[config.mk]
export PLATFORM = sky130hd
export DESIGN_NAME = muldiv_sequencer_flat
export DESIGN_NICKNAME = d
export VERILOG_FILES = /design/src/rtl/muldiv_pkg.sv /design/src/rtl/muldiv_sequencer_if.sv /design/src/rtl/muldiv_watchdog.sv /design/src/rtl/muldiv_sequencer.sv /design/src/flat_wrapper.sv
export SDC_FILE = /design/constraint.sdc
export NUM_CORES = 1
export LEC_CHECK = 0
export CORE_AREA = 2 2 49 51
export CTS_BUF_LIST = sky130_fd_sc_hd__clkbuf_8
export DETAILED_ROUTE_END_ITERATION = 10
export DIE_AREA = 0 0 51 53
export PLACE_DENSITY = 0.85
export SYNTH_ARGS = -nofsm -noshare
export SYNTH_HDL_FRONTEND = slang
export SYNTH_SLANG_ARGS = --single-unit
[constraint.sdc]
create_clock -name clk -period 3.4 [get_ports clk]
set_input_delay 0.51 -clock clk [delete_from_list [all_inputs] [get_ports clk]]
set_output_delay 0.51 -clock clk [all_outputs]
set_load 0.005 [all_outputs]
[src/rtl/muldiv_pkg.sv]
// Shared types and constants for the MULT/DIV sequencer and its watchdog.
// State encoding is fixed so the control unit's debug view stays stable.
package muldiv_pkg;

    typedef enum logic [2:0] {
        StIdle     = 3'd0,
        StMultWait = 3'd1,
        StDivWait  = 3'd2,
        StWrite    = 3'd3,
        StDzero    = 3'd4,
        StTout     = 3'd5
    } state_e;

    // HI/LO source select values
    localparam logic SEL_MULT = 1'b0;
    localparam logic SEL_DIV  = 1'b1;

    localparam int unsigned CntWidth = 6;

    function automatic logic is_wait(input state_e s);
        return (s == StMultWait) || (s == StDivWait);
    endfunction

endpackage

[src/rtl/muldiv_sequencer_if.sv]
// Handshake bundle between the control unit / arithmetic units and the sequencer.
// The slave modport is the sequencer's view; master is the surrounding datapath.
interface muldiv_sequencer_if;

    logic        mult_req;
    logic        div_req;
    logic        abort;
    logic [31:0] operand_b;
    logic        mult_done;
    logic        div_done;

    logic        mult_start;
    logic        div_start;
    logic        hi_write;
    logic        lo_write;
    logic        mux_high;
    logic        mux_low;
    logic        busy;
    logic        op_done;
    logic        div_zero;
    logic        timeout_err;

    modport master (
        output mult_req, div_req, abort, operand_b, mult_done, div_done,
        input  mult_start, div_start, hi_write, lo_write, mux_high, mux_low,
        input  busy, op_done, div_zero, timeout_err
    );

    modport slave (
        input  mult_req, div_req, abort, operand_b, mult_done, div_done,
        output mult_start, div_start, hi_write, lo_write, mux_high, mux_low,
        output busy, op_done, div_zero, timeout_err
    );

endinterface

[src/rtl/muldiv_watchdog.sv]
// Wait-cycle counter with clear/enable; flags expiry once TIMEOUT-1 cycles have elapsed.
// The count holds at its maximum so it can never wrap back into a legal window.
module muldiv_watchdog
    import muldiv_pkg::*;
#(
    parameter int unsigned TIMEOUT = 40
) (
    input  logic clk,
    input  logic reset_in,
    input  logic clear_i,
    input  logic enable_i,
    output logic expired_o
);

    localparam logic [CntWidth-1:0] LastCnt = CntWidth'(TIMEOUT - 1);
    localparam logic [CntWidth-1:0] MaxCnt  = '1;

    logic [CntWidth-1:0] cnt_d, cnt_q;

    always_comb begin
        cnt_d = cnt_q;
        if (clear_i) begin
            cnt_d = '0;
        end else if (enable_i && (cnt_q != MaxCnt)) begin
            cnt_d = cnt_q + 1'b1;
        end
    end

    always_ff @(posedge clk) begin
        if (!reset_in) begin
            cnt_q <= '0;
        end else begin
            cnt_q <= cnt_d;
        end
    end

    assign expired_o = (cnt_q == LastCnt);

endmodule

[src/rtl/muldiv_sequencer.sv]
// Shares the multicycle multiplier/divider with the control unit and owns the HI/LO write path.
// Every output is a registered Moore output computed from the next state.
module muldiv_sequencer
    import muldiv_pkg::*;
#(
    parameter int unsigned TIMEOUT = 40
) (
    input  logic                      clk,
    input  logic                      reset_in,
    muldiv_sequencer_if.slave         bus
);

    state_e state_d, state_q;
    logic   op_d, op_q;
    logic   expired;
    logic   wd_clear;
    logic   wd_enable;

    logic mult_start_d, mult_start_q;
    logic div_start_d, div_start_q;
    logic write_d, write_q;
    logic mux_d, mux_q;
    logic busy_d, busy_q;
    logic op_done_d, op_done_q;
    logic div_zero_d, div_zero_q;
    logic timeout_d, timeout_q;

    // Counts only WAIT cycles that end without the matching done.
    assign wd_clear  = !is_wait(state_q);
    assign wd_enable = ((state_q == StMultWait) && !bus.mult_done) ||
                       ((state_q == StDivWait)  && !bus.div_done);

    muldiv_watchdog #(
        .TIMEOUT (TIMEOUT)
    ) u_watchdog (
        .clk       (clk),
        .reset_in  (reset_in),
        .clear_i   (wd_clear),
        .enable_i  (wd_enable),
        .expired_o (expired)
    );

    always_comb begin
        state_d = state_q;
        op_d    = op_q;
        case (state_q)
            StIdle: begin
                if (bus.mult_req) begin
                    state_d = StMultWait;
                    op_d    = SEL_MULT;
                end else if (bus.div_req) begin
                    op_d    = SEL_DIV;
                    state_d = (bus.operand_b != '0) ? StDivWait : StDzero;
                end
            end
            StMultWait: begin
                // abort beats done, done beats the watchdog
                if (bus.abort) begin
                    state_d = StIdle;
                end else if (bus.mult_done) begin
                    state_d = StWrite;
                end else if (expired) begin
                    state_d = StTout;
                end
            end
            StDivWait: begin
                if (bus.abort) begin
                    state_d = StIdle;
                end else if (bus.div_done) begin
                    state_d = StWrite;
                end else if (expired) begin
                    state_d = StTout;
                end
            end
            StWrite, StDzero, StTout: begin
                state_d = StIdle;
            end
            default: begin
                state_d = StIdle;
            end
        endcase
    end

    always_comb begin
        mult_start_d = (state_q == StIdle) && (state_d == StMultWait);
        div_start_d  = (state_q == StIdle) && (state_d == StDivWait);
        write_d      = (state_d == StWrite);
        mux_d        = write_d ? op_q : mux_q;
        busy_d       = (state_d != StIdle);
        op_done_d    = (state_d == StWrite) || (state_d == StDzero) || (state_d == StTout);
        div_zero_d   = (state_d == StDzero);
        timeout_d    = (state_d == StTout);
    end

    always_ff @(posedge clk) begin
        if (!reset_in) begin
            state_q      <= StIdle;
            op_q         <= SEL_MULT;
            mult_start_q <= 1'b0;
            div_start_q  <= 1'b0;
            write_q      <= 1'b0;
            mux_q        <= SEL_MULT;
            busy_q       <= 1'b0;
            op_done_q    <= 1'b0;
            div_zero_q   <= 1'b0;
            timeout_q    <= 1'b0;
        end else begin
            state_q      <= state_d;
            op_q         <= op_d;
            mult_start_q <= mult_start_d;
            div_start_q  <= div_start_d;
            write_q      <= write_d;
            mux_q        <= mux_d;
            busy_q       <= busy_d;
            op_done_q    <= op_done_d;
            div_zero_q   <= div_zero_d;
            timeout_q    <= timeout_d;
        end
    end

    assign bus.mult_start  = mult_start_q;
    assign bus.div_start   = div_start_q;
    assign bus.hi_write    = write_q;
    assign bus.lo_write    = write_q;
    assign bus.mux_high    = mux_q;
    assign bus.mux_low     = mux_q;
    assign bus.busy        = busy_q;
    assign bus.op_done     = op_done_q;
    assign bus.div_zero    = div_zero_q;
    assign bus.timeout_err = timeout_q;

endmodule
[src/flat_wrapper.sv]
// flat-port wrapper written by rule: the top's interface ports become plain ports
module muldiv_sequencer_flat import muldiv_pkg::*;
#(
    parameter int unsigned TIMEOUT = 40
)
  (clk, reset_in, bus_mult_req, bus_div_req, bus_abort, bus_operand_b, bus_mult_done, bus_div_done, bus_mult_start, bus_div_start, bus_hi_write, bus_lo_write, bus_mux_high, bus_mux_low, bus_busy, bus_op_done, bus_div_zero, bus_timeout_err);
  muldiv_sequencer_if bus_i ();
  input  logic clk;
  input  logic reset_in;
  input wire logic [$bits(bus_i.mult_req)-1:0] bus_mult_req;
  input wire logic [$bits(bus_i.div_req)-1:0] bus_div_req;
  input wire logic [$bits(bus_i.abort)-1:0] bus_abort;
  input wire logic [$bits(bus_i.operand_b)-1:0] bus_operand_b;
  input wire logic [$bits(bus_i.mult_done)-1:0] bus_mult_done;
  input wire logic [$bits(bus_i.div_done)-1:0] bus_div_done;
  output wire logic [$bits(bus_i.mult_start)-1:0] bus_mult_start;
  output wire logic [$bits(bus_i.div_start)-1:0] bus_div_start;
  output wire logic [$bits(bus_i.hi_write)-1:0] bus_hi_write;
  output wire logic [$bits(bus_i.lo_write)-1:0] bus_lo_write;
  output wire logic [$bits(bus_i.mux_high)-1:0] bus_mux_high;
  output wire logic [$bits(bus_i.mux_low)-1:0] bus_mux_low;
  output wire logic [$bits(bus_i.busy)-1:0] bus_busy;
  output wire logic [$bits(bus_i.op_done)-1:0] bus_op_done;
  output wire logic [$bits(bus_i.div_zero)-1:0] bus_div_zero;
  output wire logic [$bits(bus_i.timeout_err)-1:0] bus_timeout_err;
  assign bus_i.mult_req = bus_mult_req;
  assign bus_i.div_req = bus_div_req;
  assign bus_i.abort = bus_abort;
  assign bus_i.operand_b = bus_operand_b;
  assign bus_i.mult_done = bus_mult_done;
  assign bus_i.div_done = bus_div_done;
  assign bus_mult_start = bus_i.mult_start;
  assign bus_div_start = bus_i.div_start;
  assign bus_hi_write = bus_i.hi_write;
  assign bus_lo_write = bus_i.lo_write;
  assign bus_mux_high = bus_i.mux_high;
  assign bus_mux_low = bus_i.mux_low;
  assign bus_busy = bus_i.busy;
  assign bus_op_done = bus_i.op_done;
  assign bus_div_zero = bus_i.div_zero;
  assign bus_timeout_err = bus_i.timeout_err;
  muldiv_sequencer #(.TIMEOUT(TIMEOUT)) u_core (.clk(clk), .reset_in(reset_in), .bus(bus_i));
endmodule
==> metrics <==
first-pass GRT wire length=3600 um; layout cells sized above 1=7.48%; Inserted Diodes=0; number of flops mapped to enable cells by yosys=0; Net Sw Power=108 uW; hold depth=2; Tmin final=1.82 ns; max reg flops=6; final hold vios=0; 1st-pass router iterations=4; mux share of post-synthesis cell area=2.21%; core area=2150 sq um; Routability Congestion=0.805; total grt overflow=0; share of power burned in the clock network=29.9%; Synth cell types=34; largest family of logic cells by synthesized area=simple AND/OR/NAND/NOR gates; adder-cell share of the synthesized area=1.38%; Inserted Clock Buffers=3; Die ar.=2700 sq um; Via density=5.04; gr usage total=18.1%; CTS resizes=0; Sw Share=22.6%; via count=882; post-synthesis cell count=100; Largest regs=u_core.u_watchdog.cnt_q (6), u_core.state_q (3); area of the multi-input gates=485 sq um; placed insts=172; H-tree levels=1; die width=51 um; Post-Synth Simple-Gate Area=33.7%; critical path required time=3.53 ns; R2R depth=6; Worst Path Max Fanout=3; Main synth FF type=dfxtp_1; FFs w/ async S/R, synth=0%; CTS tree=done; crit path capture type=flop; Area Overhead vs Synth=57.3%; unrepaired setup endpoints after global routing=no; xor/xnor share of the synthesized area=3.87%; Worst Hold Class=flop to flop; Top reg by flops=u_core.u_watchdog.cnt_q; Antenna Violating Nets Remaining=0; Synth Net Count=140; DRT iter0 DRCs=8; Pins Over Slew Limit=0; Clk Latency, worst-skew pair=0.25 ns; Max Root-Sink Buffers=2; Setup TNS=0 ns; combinational power share=22.0%; Int Pwr=369 uW; number of synthesized register bits=18; vias in the first global route=878; fmax=550 MHz; final setup violation count=0; WL/cell=12.3 um; Yosys Warn Count=0; number of post-CTS setup repair buffers=0; Lkg Pwr=0.000519 uW; clk_skew=0.00561 ns; register area share after synthesis=39.8%; Synth Cell Area=906 sq um; Hold Buf Count CTS=0; post-synthesis compound-gate area fraction=12.4%; Fillers=184; final design utilization=66.3%; crit path kind=input pin to flop; Flop pwr share=48.1%; post-route clock period utilization=53.5%; routed wire length=2160 um; Slew Limit Headroom=74.1%; DPL Wire Length=1880 um; initial antenna violation count=0; syn avg cell area=9.06 sq um; site row count=17; Layout Cells excl Fill=175; largest net degree at the start of global routing=11; Register Area=360 sq um; # DRC=0; CTS clk-pin slew, worst paths=0.06 ns; fin nets=189; worst vdd ir=0.272 mV; CP Launch Type=input pin; Power Density=335 nW/um^2; status=finished, final reports clean; Initial Utilization=42.2%; max cap viols=0; CTS Sinks=18; port bufs=48; Die Y=53 um; IO Pins=49; Least-Margin Pin Slew=0.389 ns; root buf cell=clkbuf_8; Critical Path AT=1.95 ns
==> cells by family (layout without fill, tap and decap cells) <==
kind of cell | Yosys count | in the layout
AOI/OAI and AO/OA | 16 | 16
xor gates and xnor gates | 4 | 4
adders and majority gates | 1 | 1
buffers and inverters | 10 | 57
DFF | 18 | 18
muxes | 2 | 2
and+or+nand+nor | 49 | 49
==> worst max-delay path, stage by stage <==
cell	delay [ns]
clkdlybuf4s50_1	0.40
nor4_1	0.32
and4_1	0.25
a21oi_1	0.11
nor3_2	0.27
o21ai_1	0.10
==> final timing paths <==
check | from | slack, ns | endpoint
worst max-delay path | bus_operand_b[1] | 1.58 | u_core.bus.op_done$_SDFF_PN0_
worst min-delay path | u_core.u_watchdog.cnt_q[4]$_SDFFE_PN0P_ | 0.51 | u_core.u_watchdog.cnt_q[4]$_SDFFE_PN0P_
worst max register to register | u_core.u_watchdog.cnt_q[0]$_SDFFE_PN0P_ | 1.72 | u_core.bus.op_done$_SDFF_PN0_
worst min register to register | u_core.u_watchdog.cnt_q[4]$_SDFFE_PN0P_ | 0.51 | u_core.u_watchdog.cnt_q[4]$_SDFFE_PN0P_
==> cells in the mapped netlist (all sizes together) (2+ instances only) <==
cell type | number | area (sq um)
nand3 | 4 | 20.0
nand3b | 3 | 22.5
nand2 | 5 | 18.8
a21oi | 4 | 20.0
nor2 | 10 | 37.5
inv | 6 | 22.5
mux2i | 2 | 20.0
buf | 4 | 37.5
xnor2 | 2 | 17.5
dfxtp | 18 | 360
nor3 | 4 | 30.0
xor2 | 2 | 17.5
or3 | 3 | 18.8
nor2b | 3 | 18.8
nor4 | 8 | 50.1
and4 | 2 | 17.5
o21ai | 6 | 30.0
nor3b | 2 | 31.3
a211oi | 2 | 20.0
==> routing by layer <==
layer	vias up	GRT usage [%]	share of wire [%]
met4	0	6.76	1.5
li1	460	-	-
met3	4	5.65	4.8
met2	21	37.4	56
met5	-	0	0
met1	397	16.0	38
==> layout make-up <==
class	instances	area share (%)
repair buffers	48	33.7
flip-flops and latches	18	25.3
clock buffers	3	2.90
inverters	6	1.58
multi-input cells	72	34.1
well taps	28	2.46
==> through the flow <==
| step | instance area (sq um) | worst slack (ns) | power, uW | hold WS (ns) |
|---|---|---|---|---|
| 6_report | 1430 | 1.58 | 477 | 0.513 |
| 5_1_grt | 1430 | 1.45 | 500 | 0.553 |
| 3_5_place_dp | 1380 | 1.36 | 339 | 0.518 |
| 4_1_cts | 1430 | 1.61 | 481 | 0.526 |
| 2_1_floorplan | 906 | 1.90 | 280 | 0.465 |
| 3_3_place_gp | 1380 | 1.37 | 337 | 0.490 |
==> power by group through the flow <==
stage | logic (uW) | registers (uW) | clock network [uW]
5_1_grt | 116 | 231 | 153
6_report | 105 | 229 | 142
4_1_cts | 106 | 229 | 146
3_5_place_dp | 106 | 234 | 0
3_3_place_gp | 104 | 233 | 0
2_1_floorplan | 50.9 | 229 | 0
==> layout by cell type, fill, tap and decap left out, drive strengths merged, types with 2 or more instances in the layout <==
master	Yosys	routed
and4	2	2
clkbuf	0	3
nor2b	3	3
nor2	10	10
inv	6	6
a211oi	2	2
o21ai	6	6
nand3	4	4
mux2i	2	2
a21oi	4	4
xnor2	2	2
dfxtp	18	18
xor2	2	2
nor4	8	8
or3	3	3
nor3	4	4
clkdlybuf4s50	0	48
nand3b	3	3
nor3b	2	2
nand2	5	5
Power figures use the tool's default switching activity.
